File: src/rtl/coin_credit_ctrl.sv
`default_nettype none
// ============================================================================
// coin_credit_ctrl : coin debounce, credit bank, play grant and play timer
// Revision: 1.0
// ============================================================================
module coin_credit_ctrl #(
  parameter int CLK_HZ         = 100_000_000,
  parameter int DEBOUNCE_CYC   = 6,
  parameter int MAX_CREDIT     = 9,
  parameter int COINS_PER_PLAY = 1,
  parameter int PLAY_SECONDS   = 30
) (
  input  logic       clk,
  input  logic       rst_n,
  input  logic       coin_in,
  input  logic       start_req,
  input  logic       play_done,
  output logic       play_grant,
  output logic       play_active,
  output logic       time_up,
  output logic       coin_reject,
  output logic [3:0] credits,
  output logic [6:0] seconds_left
);

  localparam int C_CNT_W  = $clog2(DEBOUNCE_CYC + 1);
  localparam int C_TICK_W = (CLK_HZ > 1) ? $clog2(CLK_HZ) : 1;

  localparam logic [C_CNT_W-1:0]  C_DB_LAST   = C_CNT_W'(DEBOUNCE_CYC - 1);
  localparam logic [C_TICK_W-1:0] C_TICK_LAST = C_TICK_W'(CLK_HZ - 1);
  localparam logic [3:0]          C_MAX       = 4'(MAX_CREDIT);
  localparam logic [3:0]          C_COST      = 4'(COINS_PER_PLAY);
  localparam logic [6:0]          C_SECS      = 7'(PLAY_SECONDS);

  typedef enum logic [1:0] {
    S_IDLE    = 2'd0,
    S_PLAYING = 2'd1,
    S_TIMEOUT = 2'd2
  } state_e;

  state_e               state_q, state_d;
  logic                 sync1_q, sync2_q, filt_q, coin_evt_q;
  logic [C_CNT_W-1:0]   db_cnt_q;
  logic [C_TICK_W-1:0]  tick_q, tick_d;
  logic [6:0]           secs_q, secs_d;
  logic [3:0]           credits_q, credits_d;
  logic                 grant_q, grant_d;
  logic                 active_q, active_d;
  logic                 time_up_q, time_up_d;
  logic                 reject_q, reject_d;
  logic [3:0]           w_ded;
  logic [3:0]           w_after_ded;

  // Coin path: a level is accepted once sync2 has differed from the filtered
  // level for DEBOUNCE_CYC consecutive samples; only a rising accept is a coin.
  always_ff @(posedge clk or negedge rst_n) begin
    if (!rst_n) begin
      sync1_q    <= 1'b0;
      sync2_q    <= 1'b0;
      filt_q     <= 1'b0;
      db_cnt_q   <= '0;
      coin_evt_q <= 1'b0;
    end else begin
      sync1_q    <= coin_in;
      sync2_q    <= sync1_q;
      coin_evt_q <= 1'b0;
      if (sync2_q == filt_q) begin
        db_cnt_q <= '0;
      end else if (db_cnt_q == C_DB_LAST) begin
        filt_q     <= sync2_q;
        db_cnt_q   <= '0;
        coin_evt_q <= sync2_q;
      end else begin
        db_cnt_q <= db_cnt_q + C_CNT_W'(1);
      end
    end
  end

  always_comb begin
    state_d   = state_q;
    grant_d   = 1'b0;
    active_d  = active_q;
    time_up_d = 1'b0;
    secs_d    = secs_q;
    tick_d    = tick_q;
    w_ded     = 4'd0;
    case (state_q)
      S_IDLE: begin
        if (start_req && (credits_q >= C_COST)) begin
          state_d  = S_PLAYING;
          grant_d  = 1'b1;
          active_d = 1'b1;
          secs_d   = C_SECS;
          tick_d   = '0;
          w_ded    = C_COST;
        end
      end
      S_PLAYING: begin
        if (play_done) begin
          state_d  = S_IDLE;
          active_d = 1'b0;
          secs_d   = 7'd0;
          tick_d   = '0;
        end else if (tick_q == C_TICK_LAST) begin
          tick_d = '0;
          secs_d = secs_q - 7'd1;
          if (secs_q == 7'd1) begin
            state_d   = S_TIMEOUT;
            time_up_d = 1'b1;
          end
        end else begin
          tick_d = tick_q + C_TICK_W'(1);
        end
      end
      S_TIMEOUT: begin
        secs_d = 7'd0;
        if (play_done) begin
          state_d  = S_IDLE;
          active_d = 1'b0;
        end
      end
      default: begin
        state_d  = S_IDLE;
        active_d = 1'b0;
        secs_d   = 7'd0;
        tick_d   = '0;
      end
    endcase
  end

  // Deduction is applied before the coin so a full bank can still take a coin
  // on the same cycle it pays for a play.
  always_comb begin
    w_after_ded = credits_q - w_ded;
    credits_d   = w_after_ded;
    reject_d    = 1'b0;
    if (coin_evt_q) begin
      if (w_after_ded >= C_MAX) begin
        reject_d = 1'b1;
      end else begin
        credits_d = w_after_ded + 4'd1;
      end
    end
  end

  always_ff @(posedge clk or negedge rst_n) begin
    if (!rst_n) begin
      state_q   <= S_IDLE;
      tick_q    <= '0;
      secs_q    <= 7'd0;
      credits_q <= 4'd0;
      grant_q   <= 1'b0;
      active_q  <= 1'b0;
      time_up_q <= 1'b0;
      reject_q  <= 1'b0;
    end else begin
      state_q   <= state_d;
      tick_q    <= tick_d;
      secs_q    <= secs_d;
      credits_q <= credits_d;
      grant_q   <= grant_d;
      active_q  <= active_d;
      time_up_q <= time_up_d;
      reject_q  <= reject_d;
    end
  end

  assign play_grant   = grant_q;
  assign play_active  = active_q;
  assign time_up      = time_up_q;
  assign coin_reject  = reject_q;
  assign credits      = credits_q;
  assign seconds_left = secs_q;

endmodule
`default_nettype wire

File: config.mk
export PLATFORM = sky130hd
export DESIGN_NAME = coin_credit_ctrl
export DESIGN_NICKNAME = d
export VERILOG_FILES = /design/src/rtl/coin_credit_ctrl.sv
export SDC_FILE = /design/constraint.sdc
export NUM_CORES = 1
export LEC_CHECK = 0
export ABC_CLOCK_PERIOD_IN_PS = 7500
export BUFFER_PORTS_ARGS = -buffer_cell sky130_fd_sc_hd__buf_4
export CORE_UTILIZATION = 45
export DETAILED_ROUTE_END_ITERATION = 6
export SYNTH_ARGS = -nofsm -noshare
export SYNTH_HDL_FRONTEND = slang
export SYNTH_SLANG_ARGS = --single-unit
File: constraint.sdc
create_clock -name clk -period 7.5 [get_ports clk]
set_clock_uncertainty 0.05 [all_clocks]
set_input_delay 2.25 -clock clk [delete_from_list [all_inputs] [get_ports clk]]
set_output_delay 2.25 -clock clk [all_outputs]
set_load 0.05 [all_outputs]
### Yosys cells after proc, flatten, opt, wreduce, memory -nomap -nowiden

Index checks and enable logic that the tools add are counted.

| operators by class | value |
|---|---|
| add/sub/neg operators | 5 |
| $lt $le $gt $ge | 2 |
| eq/ne operators | 11 |
| multiplexer cells | 33 |
| bitwise logic cells | 2 |
| reduce and logical (&&, ||, !) cells | 8 |

Operators with widths:

| kind | count |
|---|---|
| 2-to-1 mux 27 bit | 3 |
| one-hot mux 27 bit (3 select lines) | 1 |
| adder 27 x 1 -> 27 bit (second input constant) | 1 |
| == test 27 bit (second input constant) | 1 |
| 2-to-1 mux 7 bit | 3 |
| 2-to-1 mux 1 bit | 14 |
| one-hot mux 7 bit (2 select lines) | 1 |
| 2-to-1 mux 2 bit | 5 |
| 2-to-1 mux 4 bit | 2 |
| AND reduction 2 bit | 4 |
| == test 7 x 1 -> 1 bit (second input constant) | 1 |
| subtractor 7 x 1 -> 7 bit (second input constant) | 1 |
| 2-to-1 mux 3 bit | 2 |
| inequality test 3 bit (second input constant) | 2 |
| one-hot mux 2 bit (3 select lines) | 1 |
| adder 4 x 1 -> 4 bit (second input constant) | 1 |
| greater-or-equal comparator 4 x 1 -> 1 bit (second input constant) | 1 |
| greater-or-equal comparator 4 bit (second input constant) | 1 |
| inequality test 2 bit (second input constant) | 2 |
| AND reduction 4 bit | 1 |
| subtractor 4 bit | 1 |
| adder 3 x 1 -> 3 bit (second input constant) | 1 |
| == test 3 bit (second input constant) | 1 |
| == test 2 x 1 -> 1 bit (second input constant) | 1 |
| other kinds (8) | 9 |

| word-level totals | value |
|---|---|
| register bits | 51 |
| input bits | 5 |
| output and inout bits | 15 |
| logic and storage cells | 74 |

### Longest topological paths before layout

Gate-level depths: netlist of run 1.

| logic depth | value |
|---|---|
| depth after elaboration | 8 |
| depth in mapped cells | 12 |
| depth with buffers taken out | 11 |

### Worst setup path before layout of run 1

OpenSTA, ideal clock, no wires.

| timing path | value |
|---|---|
| path type | input to register |
| start | in start_req |
| end | reg credits_q[2] (netlist: credits[2]) |
| arrival | 3.681 ns |
| setup slack | 3.640 ns |
| cell stages on the path | 9 |
| cell sequence | o41ai_2 -> nor2_1 -> ha_1 -> ha_1 -> ha_1 -> and3b_1 -> o21ai_1 -> nor2_1 -> xnor2_1 |

| on the way | value |
|---|---|
| word-level cells in the longest chain between the ends | 7 |
| elaborated cells on any way between the ends | 8 |

Ends and longest elaborated chain:

| item | line | text |
|---|---|---|
| from (decl) | 16 | `input logic start_req,` |
| logical AND 1 bit * | 89 | `if (start_req && (credits_q >= C_COST)) begin` |
| 2-to-1 mux 1 bit * | 89 |  |
| 2-to-1 mux 1 bit * | 87 | `case (state_q)` |
| subtractor 4 bit * | 134 | `w_after_ded = credits_q - w_ded;` |
| adder 4 x 1 -> 4 bit / greater-or-equal comparator 4 bit (equally long branches) | 141, 138 |  |
| 2-to-1 mux 4 bit | 138 | `if (w_after_ded >= C_MAX) begin` |
| 2-to-1 mux 4 bit * | 137 | `if (coin_evt_q) begin` |
| via credits_d[2] | 46 | `logic [3:0] credits_q, credits_d;` |
| to (signal assigned) | 160 | `credits_q <= credits_d;` |
| to (decl) | 46 |  |

The timed path passes the listed nets; every way through them passes the cells marked *.
A chain may end at the register's enable or synchronous reset.

### Worst setup path in the final report of run 1

Ends and elaborated chain as after synthesis.

==> flow_summary.toml, run 1 <==
[status]
status = "complete, no violations"

[yosys]
synth_edf_count = 0
synth_cell_types = 47
syn_area_per_cell_um2 = 9.831
seq_area_frac_synth = 0.4636
async_flop_share = 1.000
synthFlopType = "dfrtp_1"
synth_area_um2 = 2753
ys_seq_elements = 51
synth_nets = 297
yosysWarnings = 0
netlist_instances = 280

[global_route]
grt_pass1_wl_mm = 9.356
grt_pass1_vias = 1984
antenna_found_initial = 0
grt_max_degree = 52
grtUsageTotal = 0.1903
overflow = 0

[final_layout]
final_common_cell = "dfrtp_1"
final_cell_area_um2 = 3067
final_nets = 315
fin_cells = 374
area_growth_pct = 11.41
layout_common_cells = "dfrtp_1, nor2_1, nand2_1"
antenna_cells = 0
drive_gt1_frac = 0.1304

[timing]
timing.final.hold_violations = 0
min_period_ns = 3.867
rsz0062_at_grt = "no"
setup_viol = 0
max_freq_mhz = 258.6
worstMarginPinSlew_ns = 1.165
slew_viol_final = 0
tns_ns = 0
slew_headroom = 0.2172
fin_crit_sh = 0.5156

[clocking]
cts-resized-gates = 0
clock_latency_ns = 0.30
cts_root_buffer = "clkbuf_8"
cts.sinks = 51
cts_buffer_depth = 2
numCtsBuffers = 5
cts_tree = "done"
post_cts_buffers = 0
cts-htree-levels = 2
clk_pin_slew_ns = 0.09
ctsHoldBuffers = 0

[worst_setup_path]
cp_max_fo = 4
r2r_cells = 11
critPathRequiredTime_ns = 7.64
start_kind = "primary input"
cp_slowest_stage_delay_ns = 0.33
slowest_stage = "ha_1"
end_kind = "register"
crit_path_cell_trace = "buf_4 > o41ai_2 > nor2_1 > ha_1 > ha_1 > ha_1 > and3b_1 > o21ai_1 > nor2_1 > xnor2_1"
cp.arrival_ns = 4.00
crit_path_frequent_cell = "ha_1"
critPathKind = "primary input to register"

[hold_path]
hp-class = "register to register"
holdPathStages = 0

[placed_design]
place.detailed.hpwl_mm = 3.678
place.gp.congestion = 0.7765
dpl_cell_area_um2 = 2949
io_buffers = 19
dp.cells = 366

[detailed_routing]
drt_iter0_markers = 108
ant_nets = 0
wl_per_cell_um = 14.16
viasPerCell = 5.548
wl_mm = 5.297
drtPass1Iterations = 6
route.vias.total = 2075
remaining_drc_errors = 0

[floorplanning]
dieArea_um2 = 6434
initial_core_util = 0.4649
die_h_um = 80.21
num_io_pins = 20
core-area_um2 = 5921
num_rows = 28
die-width_um = 80.21

[pwr]
p_leak_nw = 1.361
power_density_nw_per_um2 = 320.7
peakVddDrop_mv = 0.2300

[flow_run]
drv_cap = 0
[report_power, final]
part | leakage, nW | total, W | switching, W | internal (W)
clock network | 0.0612 | 0.000198 | 0.0000895 | 0.000108
registers | 0.682 | 0.000372 | 0.0000540 | 0.000318
logic | 0.618 | 0.000414 | 0.000274 | 0.000140
[cell type report]
cell class,count,area [um^2]
clock inverters,2,35.03
repair buffers,20,150.1
inverters,13,48.80
multi-input cells,207,1380
clock buffers,6,82.58
flip-flops and latches,51,1276
fillers,563,2854
well taps,75,93.84
[routing by layer]
layer,up-vias,wire (um),track usage
met1,1007,2720,0.2690
met4,0,61,0.06429
met5,-,0,0
met3,5,140,0.03409
li1,1038,-,-
met2,25,2375,0.2932
[metrics by stage]
stage          setup WS, ns  total power (W)  hold slack, ns  utilization
6_report              3.633        0.0009836          0.3028       0.5180
5_1_grt               3.502         0.001053          0.3206       0.5180
4_1_cts               3.642        0.0009933          0.3070       0.5180
3_5_place_dp          3.314        0.0007921          0.2865       0.4981
3_3_place_gp          3.422        0.0007889          0.2830       0.4981
2_1_floorplan         3.640        0.0006894          0.2812            -
[final timing paths]
kind / slack [ns] / start / to
worst max-delay path: 3.63 / start_req / credits[2]$_DFF_PN0_
min in group asynchronous: 1.91 / rst_n / tick_q[23]$_DFFE_PN0P_
max in group asynchronous: 5.06 / rst_n / tick_q[0]$_DFFE_PN0P_
worst min register to register: 0.30 / sync1_q$_DFF_PN0_ / sync2_q$_DFF_PN0_
worst max register to register: 4.53 / state_q[0]$_DFFE_PN0P_ / credits[2]$_DFF_PN0_
worst min-delay path: 0.30 / sync1_q$_DFF_PN0_ / sync2_q$_DFF_PN0_
[registers in the layout (all words and copies together) (netlist names)]
signal	count
play_grant	1
seconds_left	7
sync1_q	1
state_q	2
filt_q	1
tick_q	27
coin_reject	1
db_cnt_q	3
coin_evt_q	1
play_active	1
sync2_q	1
credits	4
time_up	1
[synth_stat cells, drive strengths merged, types with 3 or more instances]
master	count	area share
a21oi	9	0.016
a31o	3	0.0095
a31oi	5	0.011
and2	4	0.0091
and3	5	0.011
buf	7	0.015
dfrtp	51	0.46
ha	12	0.055
inv	13	0.018
mux2i	3	0.011
nand2	21	0.029
nand3	10	0.018
nand4	16	0.036
nor2	36	0.049
nor2b	3	0.0068
nor3	10	0.018
nor3b	4	0.011
nor4	4	0.015
o21ai	7	0.013
o22a	5	0.016
xnor2	10	0.032
xor2	14	0.045
[cell families (layout without fill, tap and decap cells)]
group | Yosys count | count (layout) | share of synthesized area
buffers and inverters | 22 | 41 | 0.03500
multiplexers | 4 | 4 | 0.01500
XOR/XNOR | 24 | 24 | 0.07636
AND/OR/NAND/NOR | 125 | 125 | 0.2377
AO/OA/AOI/OAI | 42 | 42 | 0.1177
flip-flops | 51 | 51 | 0.4636
adder cells (fa/ha/maj) | 12 | 12 | 0.05454
[critical path: cells and delay by family]
kind	cells	cell delay (ns)
buffers and inverters	1	0.13
AOI/OAI and AO/OA	2	0.37
xor gates and xnor gates	1	0.13
adders and majority gates	3	0.75
and+or+nand+nor	3	0.38
Power figures use the tool's default switching activity.
==> run 2: changes to the inputs <==
ABC_CLOCK_PERIOD_IN_PS = 3300   (was 7500)
clock period = 3.3 ns   (was 7.5 ns; I/O delays follow)
==> run 2 against run 1 <==
Power is 140% higher; critical endpoint unchanged; final area is 1.8% higher; first-iteration DRC count is 27% higher; non-clock buffer count is 3 higher; global-route usage is 0.60 points lower; critical path depth is 1 lower; largest power group unchanged; utilization is 0.91 points higher; final cell count is 0.80% higher; sequential cell count stayed put.
==> flow_summary.toml, run 2 (synthesis results as in run 1) <==
[status]
status = "complete, no violations"

[detailed_routing]
ant_nets = 0
route.vias.total = 2113
viasPerCell = 5.605
wl_per_cell_um = 14.20
wl_mm = 5.353
drt_iter0_markers = 137
remaining_drc_errors = 0
drtPass1Iterations = 4

[final_layout]
regMostFlops = "tick_q"
fillers = 535
drive_gt1_frac = 0.1391
final_nets = 318
largest_reg_flops = 27
final_common_cell = "dfrtp_1"
utilization = 0.5271
fin_cells = 377
area_growth_pct = 13.36
antenna_cells = 0
multi_input_area_um2 = 1380
seqCellArea_um2 = 1276
layout_common_cells = "dfrtp_1, nor2_1, buf_4"
final_cell_area_um2 = 3120

[clocking]
ctsHoldBuffers = 0
cts-resized-gates = 0
numCtsBuffers = 5
cts_tree = "done"
cts.sinks = 51
post_cts_buffers = 0
clock_latency_ns = 0.30
cts_root_buffer = "clkbuf_8"
cts_buffer_depth = 2
clk_pin_slew_ns = 0.09
cts-htree-levels = 2

[placed_design]
place.detailed.hpwl_mm = 3.778
dp.cells = 369
dpl_cell_area_um2 = 2984
io_buffers = 19
place.gp.congestion = 0.7552

[timing]
worstMarginPinSlew_ns = 0.6598
min_period_ns = 2.660
slew_headroom = 0.5601
tns_ns = 0
timing.final.hold_violations = 0
max_freq_mhz = 375.9
fin_crit_sh = 0.8062
slew_viol_final = 0
rsz0062_at_grt = "no"
setup_viol = 0

[worst_setup_path]
critPathKind = "register to register"
cp.arrival_ns = 2.80
start_kind = "register"
critPathRequiredTime_ns = 3.44
cp_max_fo = 4
end_kind = "register"

[floorplanning]
initial_core_util = 0.4649
num_rows = 28
dieArea_um2 = 6434
die-width_um = 80.21
die_h_um = 80.21
num_io_pins = 20
core-area_um2 = 5921

[pwr]
p_leak_nw = 1.384
peakVddDrop_mv = 0.5569
power_density_nw_per_um2 = 749.6

[global_route]
overflow = 0
grt_pass1_vias = 1906
grt_pass1_wl_mm = 9.163
grt_max_degree = 52
antenna_found_initial = 0
grtUsageTotal = 0.1843

[flow_run]
drv_cap = 0

[hold_path]
hp-class = "register to register"
## run 2: cell types whose count changed in the layout (fill, tap and decap cells not counted), sizes merged
| cell | previous run | this run |
|---|---|---|
| buf | 20 | 23 |
| bufinv | 1 | 2 |
| clkbuf | 6 | 5 |
| clkinv | 1 | 0 |
| clkinvlp | 0 | 1 |
## run 2: path summary, 6_finish.rpt
kind,to,slack [ns],startpoint,depth (start not counted)
min in group asynchronous,tick_q[24]$_DFFE_PN0P_,0.65,rst_n,1
hold / removal,sync2_q$_DFF_PN0_,0.31,sync1_q$_DFF_PN0_,0
max in group asynchronous,play_active$_DFFE_PN0P_,2.10,rst_n,1
hold reg to reg,sync2_q$_DFF_PN0_,0.31,sync1_q$_DFF_PN0_,0
setup / recovery,credits[2]$_DFF_PN0_,0.64,credits[0]$_DFF_PN0_,9
setup reg to reg,credits[2]$_DFF_PN0_,0.64,credits[0]$_DFF_PN0_,9
## run 2: metal layers
| layer | wire length (um) | vias to the layer above | track usage |
|---|---|---|---|
| li1 | - | 1041 | - |
| met1 | 2710 | 1028 | 0.2735 |
| met2 | 2369 | 39 | 0.2684 |
| met3 | 219 | 5 | 0.03636 |
| met4 | 55 | 0 | 0.05714 |
| met5 | 0 | - | 0 |
## run 2: cell type report
| class | count | share of cell area |
|---|---|---|
| Clock buffer | 5 | 0.02205 |
| Sequential cell | 51 | 0.4090 |
| Multi-Input combinational cell | 207 | 0.4423 |
| Timing Repair Buffer | 23 | 0.05934 |
| Clock inverter | 3 | 0.02165 |
| Tap cell | 75 | 0.03007 |
| Inverter | 13 | 0.01564 |
## run 2: through the flow
| stage | hold slack [ns] | setup WS (ns) | total power [W] |
|---|---|---|---|
| floorplan | 0.2812 | 0.6588 | 0.001567 |
| global placement | 0.2838 | 0.4617 | 0.001828 |
| detailed placement | 0.2894 | 0.3851 | 0.001843 |
| CTS | 0.3150 | 0.6074 | 0.002364 |
| global route | 0.3179 | 0.3965 | 0.002488 |
| finish | 0.3119 | 0.6397 | 0.002339 |
## run 2: power by group
part	leakage, nW	total [W]	internal, W	switching [W]
sequential	0.682	0.000844	0.000723	0.000121
clock	0.0644	0.000514	0.000302	0.000212
combinational	0.637	0.000981	0.000349	0.000632
## run 2: worst max-delay path: stages (launching register included)
cell and delay (ns):
dfrtp_1 0.47, o41ai_2 0.49, nor2_1 0.12, ha_1 0.22
ha_1 0.33, ha_1 0.20, and3b_1 0.17, o21ai_1 0.27
nor2_1 0.10, xnor2_1 0.13
==> run 3: changes to the inputs <==
ABC_AREA = 1   (was not set)
ABC_CLOCK_PERIOD_IN_PS = 2330   (was 3300)
clock period = 2.33 ns   (was 3.3 ns; I/O delays follow)
==> run 3 against run 2 <==
Count of clock-buffer cells in the layout stayed put; first-iteration DRC count is 12% lower; largest cell class unchanged; sequential share of layout area is 4.6 points lower; utilization is 1.4 points higher; highest routed layer unchanged; die area is 13% higher; via count is 27% higher.
==> flow_summary.toml, run 3 <==
[status]
status = "complete, no violations"

[global_route]
grt_max_degree = 52
grtUsageTotal = 0.2072
grt_pass1_wl_mm = 11.94
grt_pass1_vias = 2563
overflow = 0
antenna_found_initial = 0

[pwr]
power_density_nw_per_um2 = 1031
peakVddDrop_mv = 0.7290
total_power_w = 0.003642
p_leak_nw = 1.742

[final_layout]
drive_gt1_frac = 0.1678
multi_input_area_um2 = 1590
seqCellArea_um2 = 1281
regMostFlops = "tick_q"
largest_reg_flops = 27
antenna_cells = 0
area_growth_pct = 13.23
fin_cells = 536
layout_common_cells = "nand2_1, nor2_1, inv_1"
fillers = 661
final_common_cell = "nand2_1"
final_nets = 475

[hold_path]
holdPathStages = 0
min_to = "sync2_q$_DFF_PN0_"
hp-class = "register to register"
hold_start = "sync1_q$_DFF_PN0_"

[placed_design]
dp.cells = 527
place.gp.congestion = 0.8199
place.detailed.hpwl_mm = 4.978
io_buffers = 19

[yosys]
synth-compound-area-share = 0.05373
synth_nets = 442
ys_seq_elements = 51
synthFlopType = "dfrtp_1"
synth_area_leaders = "dfrtp_1, nand2_1, nor2_1"
synth_top_family_by_area = "simple AND/OR/NAND/NOR gates"
synth_edf_count = 0
synthSimpleGateAreaFrac = 0.3693
seq_area_frac_synth = 0.4090
synth_xor_xnor_area_share = 0.03368
synth_top_area_frac = 0.4090
async_flop_share = 1.000
synthAdderAreaFrac = 0.04812
syn_area_per_cell_um2 = 7.342
synthTopCellsByCount = "nand2_1, nor2_1, inv_1"
synth_mux_area_frac = 0
netlist_instances = 425
synth_area_um2 = 3120
post-synth-top-count-cell = "nand2_1"
synth_cell_types = 32
synth_top_cell_by_area = "dfrtp_1"
yosysWarnings = 0

[clocking]
clk_pin_slew_ns = 0.11
cts_buffer_depth = 2
cts-htree-levels = 2
clock_latency_ns = 0.32
cts.sinks = 51
numCtsBuffers = 5
cts_root_buffer = "clkbuf_8"
cts_tree = "done"

[detailed_routing]
route.vias.total = 2683
wl_met2_mm = 3.208
drt_iter0_markers = 121
route.met3.wl_um = 185
wl_mm = 6.872
ant_nets = 0
remaining_drc_errors = 0
highest_layer = "met4"
viasPerCell = 5.006
drtPass1Iterations = 4
wl_per_cell_um = 12.82
wl_met1_mm = 3.387

[floorplanning]
die-width_um = 85.28
core-area_um2 = 6531
die_h_um = 85.28
num_rows = 29
num_io_pins = 20
dieArea_um2 = 7272
initial_core_util = 0.4778

[timing]
min_period_ns = 2.204
max_freq_mhz = 453.7
tns_ns = 0
slew_headroom = 0.5540
timing.final.hold_violations = 0
fin_crit_sh = 0.9460
worstMarginPinSlew_ns = 0.6690
setup_viol = 0
rsz0062_at_grt = "no"
slew_viol_final = 0

[worst_setup_path]
r2r_cells = 11
r2r-start = "state_q[0]$_DFFE_PN0P_"
cp_max_fo = 4
critPathKind = "register to register"
crit-reg2reg-capture = "credits[0]$_DFF_PN0_"
end_kind = "register"
cp.arrival_ns = 2.38
critPathRequiredTime_ns = 2.50
regToRegSetupSlack_ns = 0.13
start_kind = "register"

[flow_run]
drv_cap = 0
-- run 3: per-layer routing --
metal | global-route usage | vias to the layer above
met5 | 0 | -
met1 | 0.2832 | 1222
met2 | 0.3409 | 42
met4 | 0.06667 | 0
met3 | 0.02918 | 8
li1 | - | 1411
-- run 3: what timing repair did --
action                                  4_1_cts  5_1_grt
hold buffers                                  0        0
endpoints found under the setup margin        2        4
pin swaps                                     0        0
gates resized for setup                       1        3
setup buffers                                 0        1
-- run 3: metrics by stage --
| step | worst slack [ns] | instance area, um^2 | utilization | hold slack, ns |
|---|---|---|---|---|
| 2_1_floorplan | 0.003423 | 3131 | - | 0.2812 |
| 3_3_place_gp | -0.08073 | 3421 | 0.5238 | 0.2838 |
| 3_5_place_dp | -0.1189 | 3421 | 0.5238 | 0.2879 |
| 4_1_cts | 0.01690 | 3518 | 0.5387 | 0.3144 |
| 5_1_grt | 0.001621 | 3533 | 0.5410 | 0.3291 |
| 6_report | 0.1259 | 3533 | 0.5410 | 0.3109 |
-- run 3: final cells by class --
class,instances,share of cell area
Multi-Input combinational cell,309,0.4501
Inverter,60,0.06374
Clock inverter,3,0.007436
Timing Repair Buffer,31,0.06941
Tap cell,77,0.02727
Clock buffer,5,0.01948
Sequential cell,51,0.3626
-- run 3: logic make-up (layout without fill, tap and decap cells) --
group	after synthesis	in the layout
AOI/OAI and AO/OA	27	27
xor gates and xnor gates	12	12
adders and majority gates	12	12
buffers and inverters	65	99
DFF	51	51
and+or+nand+nor	258	258
-- run 3: worst max-delay path, cell delays in order (launching register included) --
cell and delay, ns:
dfrtp_1 0.40, inv_1 0.09, ha_2 0.19, inv_1 0.07, nor2_2 0.13, ha_2 0.19, ha_1 0.25, ha_1 0.19
nor3_1 0.17, or2_4 0.17, nand2_2 0.07, xor2_1 0.14
-- run 3: worst max path at each step --
stage,from,to,cells past startpoint
floorplan,credits[1]$_DFF_PN0_,credits[1]$_DFF_PN0_,14
global placement,start_req,credits[1]$_DFF_PN0_,13
detailed placement,start_req,credits[1]$_DFF_PN0_,13
CTS,state_q[0]$_DFFE_PN0P_,credits[1]$_DFF_PN0_,14
global route,state_q[1]$_DFFE_PN0P_,credits[1]$_DFF_PN0_,14
finish,state_q[0]$_DFFE_PN0P_,credits[0]$_DFF_PN0_,11
-- run 3: report_power, final --
part           switching, W  internal (W)  leakage, nW
Sequential         0.000136       0.00105        0.678
Clock              0.000344      0.000222       0.0491
Combinational       0.00124      0.000652         1.02
